### src/rtl/affine_addr_decoder_pkg.sv
// Shared types for the affine address decoder: default word width, address word
// and the generator configuration bundle.
package affine_addr_decoder_pkg;

  localparam int unsigned ADDR_W = 16;

  typedef logic [ADDR_W-1:0] addr_t;

  typedef struct packed {
    addr_t offset;
    addr_t x_max;
    addr_t x_stride;
    addr_t y_stride;
  } affine_cfg_t;

endpackage : affine_addr_decoder_pkg

### src/rtl/affine_coord_tracker.sv
// Walks the (x, y) raster in lock-step with the generator and keeps running
// stride accumulators so the expected address needs only two adds per beat.
module affine_coord_tracker
  import affine_addr_decoder_pkg::*;
#(
  parameter int unsigned W = ADDR_W
) (
  input  logic         clk,
  input  logic         rst_n,
  input  logic         clear,
  input  logic         advance,
  input  logic [W-1:0] offset,
  input  logic [W-1:0] x_max,
  input  logic [W-1:0] x_stride,
  input  logic [W-1:0] y_stride,
  output logic [W-1:0] x,
  output logic [W-1:0] y,
  output logic [W-1:0] expected
);

  localparam logic [W-1:0] ONE = {{(W-1){1'b0}}, 1'b1};

  logic [W-1:0] x_reg, x_next;
  logic [W-1:0] y_reg, y_next;
  logic [W-1:0] xacc_reg, xacc_next;
  logic [W-1:0] yacc_reg, yacc_next;
  logic [W-1:0] x_last;
  logic         row_end;

  // x_max=0 makes x_last all-ones, so a row spans the full 2^W range.
  assign x_last  = x_max - ONE;
  assign row_end = (x_reg == x_last);

  always_comb begin
    x_next    = x_reg;
    y_next    = y_reg;
    xacc_next = xacc_reg;
    yacc_next = yacc_reg;
    if (clear) begin
      x_next    = '0;
      y_next    = '0;
      xacc_next = '0;
      yacc_next = '0;
    end else if (advance) begin
      if (row_end) begin
        x_next    = '0;
        xacc_next = '0;
        y_next    = y_reg + ONE;
        yacc_next = yacc_reg + y_stride;
      end else begin
        x_next    = x_reg + ONE;
        xacc_next = xacc_reg + x_stride;
      end
    end
  end

  always_ff @(posedge clk or negedge rst_n) begin
    if (!rst_n) begin
      x_reg    <= '0;
      y_reg    <= '0;
      xacc_reg <= '0;
      yacc_reg <= '0;
    end else begin
      x_reg    <= x_next;
      y_reg    <= y_next;
      xacc_reg <= xacc_next;
      yacc_reg <= yacc_next;
    end
  end

  assign x        = x_reg;
  assign y        = y_reg;
  assign expected = offset + xacc_reg + yacc_reg;

endmodule : affine_coord_tracker

### src/rtl/affine_addr_decoder.sv
// Decodes an affine address stream back into (x, y), flagging beats that leave
// the pattern; one-deep output register with valid/ready backpressure.
module affine_addr_decoder
  import affine_addr_decoder_pkg::*;
#(
  parameter int unsigned W = ADDR_W
) (
  input  logic         clk,
  input  logic         rst_n,
  input  logic [W-1:0] offset,
  input  logic [W-1:0] x_max,
  input  logic [W-1:0] x_stride,
  input  logic [W-1:0] y_stride,
  input  logic         clear,
  input  logic         in_valid,
  output logic         in_ready,
  input  logic [W-1:0] in_addr,
  output logic         out_valid,
  input  logic         out_ready,
  output logic [W-1:0] out_x,
  output logic [W-1:0] out_y,
  output logic         out_match,
  output logic [W-1:0] mismatch_count,
  output logic         err
);

  localparam logic [W-1:0] ONE = {{(W-1){1'b0}}, 1'b1};

  logic         accept;
  logic         match;
  logic [W-1:0] trk_x;
  logic [W-1:0] trk_y;
  logic [W-1:0] expected;

  logic         out_valid_reg;
  logic [W-1:0] out_x_reg;
  logic [W-1:0] out_y_reg;
  logic         out_match_reg;
  logic [W-1:0] mismatch_count_reg;
  logic         err_reg;

  // Refusing beats during clear keeps a restart from silently eating one.
  assign in_ready = !clear && (!out_valid_reg || out_ready);
  assign accept   = in_valid && in_ready;
  assign match    = (in_addr == expected);

  affine_coord_tracker #(.W(W)) u_tracker (
    .clk      (clk),
    .rst_n    (rst_n),
    .clear    (clear),
    .advance  (accept),
    .offset   (offset),
    .x_max    (x_max),
    .x_stride (x_stride),
    .y_stride (y_stride),
    .x        (trk_x),
    .y        (trk_y),
    .expected (expected)
  );

  always_ff @(posedge clk or negedge rst_n) begin
    if (!rst_n) begin
      out_valid_reg      <= 1'b0;
      out_x_reg          <= '0;
      out_y_reg          <= '0;
      out_match_reg      <= 1'b0;
      mismatch_count_reg <= '0;
      err_reg            <= 1'b0;
    end else if (clear) begin
      out_valid_reg      <= 1'b0;
      mismatch_count_reg <= '0;
      err_reg            <= 1'b0;
    end else if (accept) begin
      out_valid_reg <= 1'b1;
      out_x_reg     <= trk_x;
      out_y_reg     <= trk_y;
      out_match_reg <= match;
      if (!match) begin
        err_reg <= 1'b1;
        if (mismatch_count_reg != '1) begin
          mismatch_count_reg <= mismatch_count_reg + ONE;
        end
      end
    end else if (out_ready) begin
      out_valid_reg <= 1'b0;
    end
  end

  assign out_valid      = out_valid_reg;
  assign out_x          = out_x_reg;
  assign out_y          = out_y_reg;
  assign out_match      = out_match_reg;
  assign mismatch_count = mismatch_count_reg;
  assign err            = err_reg;

endmodule : affine_addr_decoder

### config.mk
export PLATFORM = sky130hd
export DESIGN_NAME = affine_addr_decoder
export DESIGN_NICKNAME = d
export VERILOG_FILES = /design/src/rtl/affine_addr_decoder_pkg.sv /design/src/rtl/affine_coord_tracker.sv /design/src/rtl/affine_addr_decoder.sv
export SDC_FILE = /design/constraint.sdc
export NUM_CORES = 1
export LEC_CHECK = 0
export CELL_PAD_IN_SITES_DETAIL_PLACEMENT = 1
export CELL_PAD_IN_SITES_GLOBAL_PLACEMENT = 2
export CORE_ASPECT_RATIO = 1.4
export CORE_UTILIZATION = 33
export CTS_BUF_LIST = sky130_fd_sc_hd__clkbuf_4 sky130_fd_sc_hd__clkbuf_8
export CTS_CLUSTER_SIZE = 28
export DETAILED_ROUTE_END_ITERATION = 6
export GPL_ROUTABILITY_DRIVEN = 0
export GPL_TIMING_DRIVEN = 1
export PLACE_DENSITY_LB_ADDON = 0.3
export SKIP_CTS_REPAIR_TIMING = 1
export SLEW_MARGIN = 20
export SYNTH_ARGS = -nofsm -noshare
export SYNTH_HDL_FRONTEND = slang
export SYNTH_SLANG_ARGS = --single-unit
### constraint.sdc
create_clock -name clk -period 5.1 [get_ports clk]
set_clock_uncertainty 0.05 [all_clocks]
set_input_delay 1.02 -clock clk [delete_from_list [all_inputs] [get_ports clk]]
set_output_delay 1.02 -clock clk [all_outputs]
set_load 0.005 [all_outputs]
== After elaboration in Yosys (flattened, before gate mapping) ==
Cells that the tools add are included.

* Flip-flop bits (word level): 115
* Bits of input ports: 85
* Output and inout bits: 52
* Logic and storage cells: 58

* Add/sub/neg operators: 8
* Equal/unequal tests: 4
* Multiplexer cells: 22
* Bitwise logic cells: 1
* Reductions and logical operators: 13

{| class="wikitable"
|+ Operators by type and width
! cell !! count
|-
| 16-bit 2-to-1 mux || 16
|-
| 16-bit adder || 4
|-
| 16-bit by 1-bit adder with 16-bit output (second input constant) || 3
|-
| 16-bit equality test || 2
|-
| 16-bit != test (second input constant) || 1
|-
| 16-bit by 1-bit subtractor with 16-bit output (second input constant) || 1
|-
| 1-bit 2-to-1 mux || 6
|-
| 2-bit AND reduction || 3
|-
| 2-bit nonzero test || 3
|-
| 3-bit AND reduction || 1
|-
| 3-bit nonzero test || 1
|-
| 1-bit logical AND || 2
|-
| 1-bit zero test || 2
|-
| 2-bit != test (second input constant) || 1
|-
| 1-bit logical OR || 1
|-
| 1-bit inverter || 1
|}

== Depth between registers and ports, before layout ==
* Word-level depth: 6
* Gate-level depth with buffers: 14
* Gate-level depth less buffers: 12

== Hierarchy ==
From an unflattened synthesis, not the netlist that was laid out.

* Cell total of the unflattened synthesis: 897
* Area total of the unflattened synthesis: 8155.3 um^2

{| class="wikitable"
|+ By module, submodules not included
! module !! instances !! cells each !! area each (um^2) !! seq. area each (um^2)
|-
| affine_coord_tracker || 1 || 623 || 5639.2 || 1601.5
|-
| affine_addr_decoder || 1 || 274 || 2516.2 || 1276.2
|}

== Least setup slack after synthesis ==
No wires, ideal clock.

* Path type: input -> register
* Start point: input offset[1]
* End point: register mismatch_count_reg[13] (netlist: mismatch_count[13])
* Library setup time: 0.125 ns
* Arrival time: 4.270 ns
* Data required time: 4.925 ns
* Setup slack: 0.655 ns
* Stages on the path: 13
* Buffers on the path: 1
* Cell sequence: fa_1 ha_1 fa_1 a211oi_1 o31ai_1 a31oi_1 o21ai_0 or3_1 nand3_1 nor4_1 clkbuf_1 nor4b_1 mux2_2

* Cells in the longest elaborated chain, start to end: 5

{| class="wikitable"
|+ RTL lines
! what !! line !! RTL
|-
| start: declaration || affine_addr_decoder.sv:10 || <nowiki>input logic [W-1:0] offset,</nowiki>
|-
| 16-bit adder (2 in a row) || affine_coord_tracker.sv:73 || <nowiki>assign expected = offset + xacc_reg + yacc_reg;</nowiki>
|-
| 16-bit equality test || affine_addr_decoder.sv:45 || <nowiki>assign match = (in_addr == expected);</nowiki>
|-
| 2-bit != test (no source line) || - ||
|-
| 3-bit AND reduction (no source line) || - ||
|-
| end signal: assignment || affine_addr_decoder.sv:81 || <nowiki>mismatch_count_reg <= mismatch_count_reg + ONE;</nowiki>
|-
| end: declaration || affine_addr_decoder.sv:39 || <nowiki>logic [W-1:0] mismatch_count_reg;</nowiki>
|}

No other way between the ends.
A chain may end at the register's enable or synchronous reset.

== Final worst setup path ==
* Start point: input offset[1]
* End point: register mismatch_count_reg[3] (netlist: mismatch_count[3])

The elaborated chain is that of the path after synthesis.

==> summary.txt <==
Place
  – Buffers on Ports: 136
  – Dpl cells: 1,352
  – DP Wirelength: 19.6 mm

Min path
  – Hold path cells: 2
  – HP Class: reg -> reg

Clock tree
  – Worst-skew pair later-pin latency: 460 ps
  – TritonCTS buffer count: 17
  – H-Tree Level Count: 4
  – Clock slew at reported path FFs: 80 ps
  – Clock Tree Buf Depth: 2
  – CTS tree: yes
  – Clock Sinks: 115
  – Clock root buffer: clkbuf_8

Detailed routing
  – Vias after detailed routing: 7,198
  – Avg WL per Cell: 18.2 microns
  – Via density: 5.20
  – DRC: 0
  – Wirelength, routed: 25.2 mm
  – 1st-iter DRT viols: 266
  – Pre-antenna DRT Iters: 4
  – Post-DRT Antenna Nets: 0

Die
  – Die X: 134 microns
  – Die ar.: 25,000 sq um
  – Core ar.: 24,000 sq um
  – Floorplan row count: 67
  – Die height: 187 microns
  – Io pins: 137
  – Initial core utilization: 0.335

Yosys
  – Synth Warn #: 0
  – Syn avg cell area: 8.76 sq um
  – Post-synthesis cell type count: 66
  – Synthesized cell area: 8040 sq um
  – Mapped Nets: 1,069
  – EDFF count, synth: 0
  – Synth Register Bits: 115
  – Commonest register cell after synthesis: dfrtp_1
  – Mapped Cells: 918
  – Sequential fraction of the synthesis area: 0.358
  – Cell taking the most area after synthesis: dfrtp_1
  – Async SR Flop Fraction: 1.00
  – Synth top area cells: dfrtp_1 36%, nand2_1 8.1%, ha_1 7.5%
  – Synth top area share: 0.358

Finish
  – N_diodes: 0
  – Final Non-Filler Cells: 1,384
  – Layout cell share with drive strength beyond 1: 0.0689
  – P&R area growth vs syn: 27.6%
  – Seq. cell area: 2880 sq um
  – Fillers: 2,863
  – Commonest non-fill, non-tap cell in the layout: nand2_1
  – Commonest cells after routing, fill and taps aside: 173 x nand2_1, 134 x clkdlybuf4s50_1, 115 x dfrtp_1, 76 x nor2_1, 55 x o21ai_0
  – Post-layout util: 0.428
  – Area of the multi-input gates: 4940 sq um
  – Fin nets: 1,212

Timing
  – Crit path time final: 4620 ps
  – RSZ-0062 raised after global routing: false
  – Worst-Margin Slew: 696 ps
  – Slew margin rel.: 0.534
  – Hold Slack: 430 ps
  – Period utilisation layout: 0.907
  – Final setup fails: 0
  – Fin. max-slew vios: 0
  – Fmax: 0.216 GHz
  – Final Hold Vio Count: 0
  – Setup TNS: 0 ps

GRT
  – Global-route wire length before repair: 40.7 mm
  – Grt total ovfl: 0
  – GR Util All Layers: 0.210
  – Pin count of the biggest net entering global routing: 49
  – Vias in the first global route: 7,696
  – Initial antenna violation count: 0

Worst setup path
  – Worst endpoint required time: 5380 ps
  – Crit-path max FO: 24
  – Register-to-Register Path Depth: 15
  – Crit path arrival time: 4900 ps
  – Crit start category: input port
  – Worst setup path category: in -> reg
  – Critical Path End Type: flop

Power
  – Max IR drop VDD: 0.161 mV
  – Leak pwr: 4.54 nW
  – Power Density: 257 nW/um^2

Flow run
  – Max Cap Viol: 0

Run status
  – Run status: finished clean
critical path, stage by stage:
cell	delay (ps)
clkdlybuf4s50_1	430
fa_1	480
ha_1	240
fa_1	410
a211oi_1	380
buf_4	190
nor3_1	50
nor4b_1	300
nand4_1	120
nor4_1	220
nand3_1	130
nor4_2	300
buf_12	210
buf_4	150
o311ai_0	140
o41ai_1	120
cell families (layout without fill, tap and decap cells):
logic type	count (synthesis)	in the layout	synth area share
adders and majority gates	66	66	0.119
DFF	115	115	0.358
xor gates and xnor gates	90	90	0.101
buffers and inverters	58	214	0.0294
and+or+nand+nor	389	389	0.229
muxes	7	7	0.00933
AOI/OAI and AO/OA	193	193	0.153
where the power goes:
part | leakage [nW] | internal [mW] | switching, mW
Clock | 0.200 | 0.446 | 0.436
Combinational | 2.75 | 0.352 | 0.418
Sequential | 1.59 | 0.941 | 0.0430
Total | 4.54 | 1.74 | 0.898
cells in the mapped netlist, drive strengths merged (5+ instances only):
cell	instances
a21oi	55
or4	8
nor2b	9
and3	17
nor3	14
o41ai	5
a21o	11
o21bai	7
a211oi	7
nand4	17
nand2	173
a22o	5
o31ai	7
buf	8
dfrtp	115
nor2	76
fa	18
ha	48
xnor2	48
o21ai	55
o311ai	5
or3	14
nand3	25
xor2	40
a31oi	7
nor4	11
o211ai	6
and2	5
clkbuf	29
inv	21
through the flow:
stage	setup slack (ps)	power (mW)	area, sq um
after floorplan	655	1.47	8040
after global placement	136	1.77	9860
after detailed placement	59.4	1.78	9860
after CTS	494	2.68	10300
after global routing	152	2.80	10300
final	477	2.64	10300
worst paths after layout:
path | slack, ps | start | endpoint
worst max-delay path | 480 | offset[1] | mismatch_count[3]
worst min-delay path | 430 | out_y[14] | out_y[14]
worst max register to register | 980 | u_tracker.xacc_reg[1] | mismatch_count[3]
worst min register to register | 430 | out_y[14] | out_y[14]
max in group asynchronous | 3500 | rst_n | u_tracker.yacc_reg[1]
min in group asynchronous | 520 | rst_n | out_y[2]
metal layers:
| layer | global-route usage | wire [microns] |
|---|---|---|
| met1 | 0.243 | 10500 |
| met2 | 0.376 | 13000 |
| met3 | 0.0345 | 915 |
| met4 | 0.0909 | 851 |
| met5 | 0 | 0 |
area by class of cell:
class / count / share of cell area
Sequential cell: 115 / 0.280
Multi-Input combinational cell: 745 / 0.482
Tap cell: 310 / 0.0378
Clock buffer: 17 / 0.0228
Timing Repair Buffer: 161 / 0.153
Clock inverter: 15 / 0.0166
Inverter: 21 / 0.00768
(Power assumes the default switching activity.)
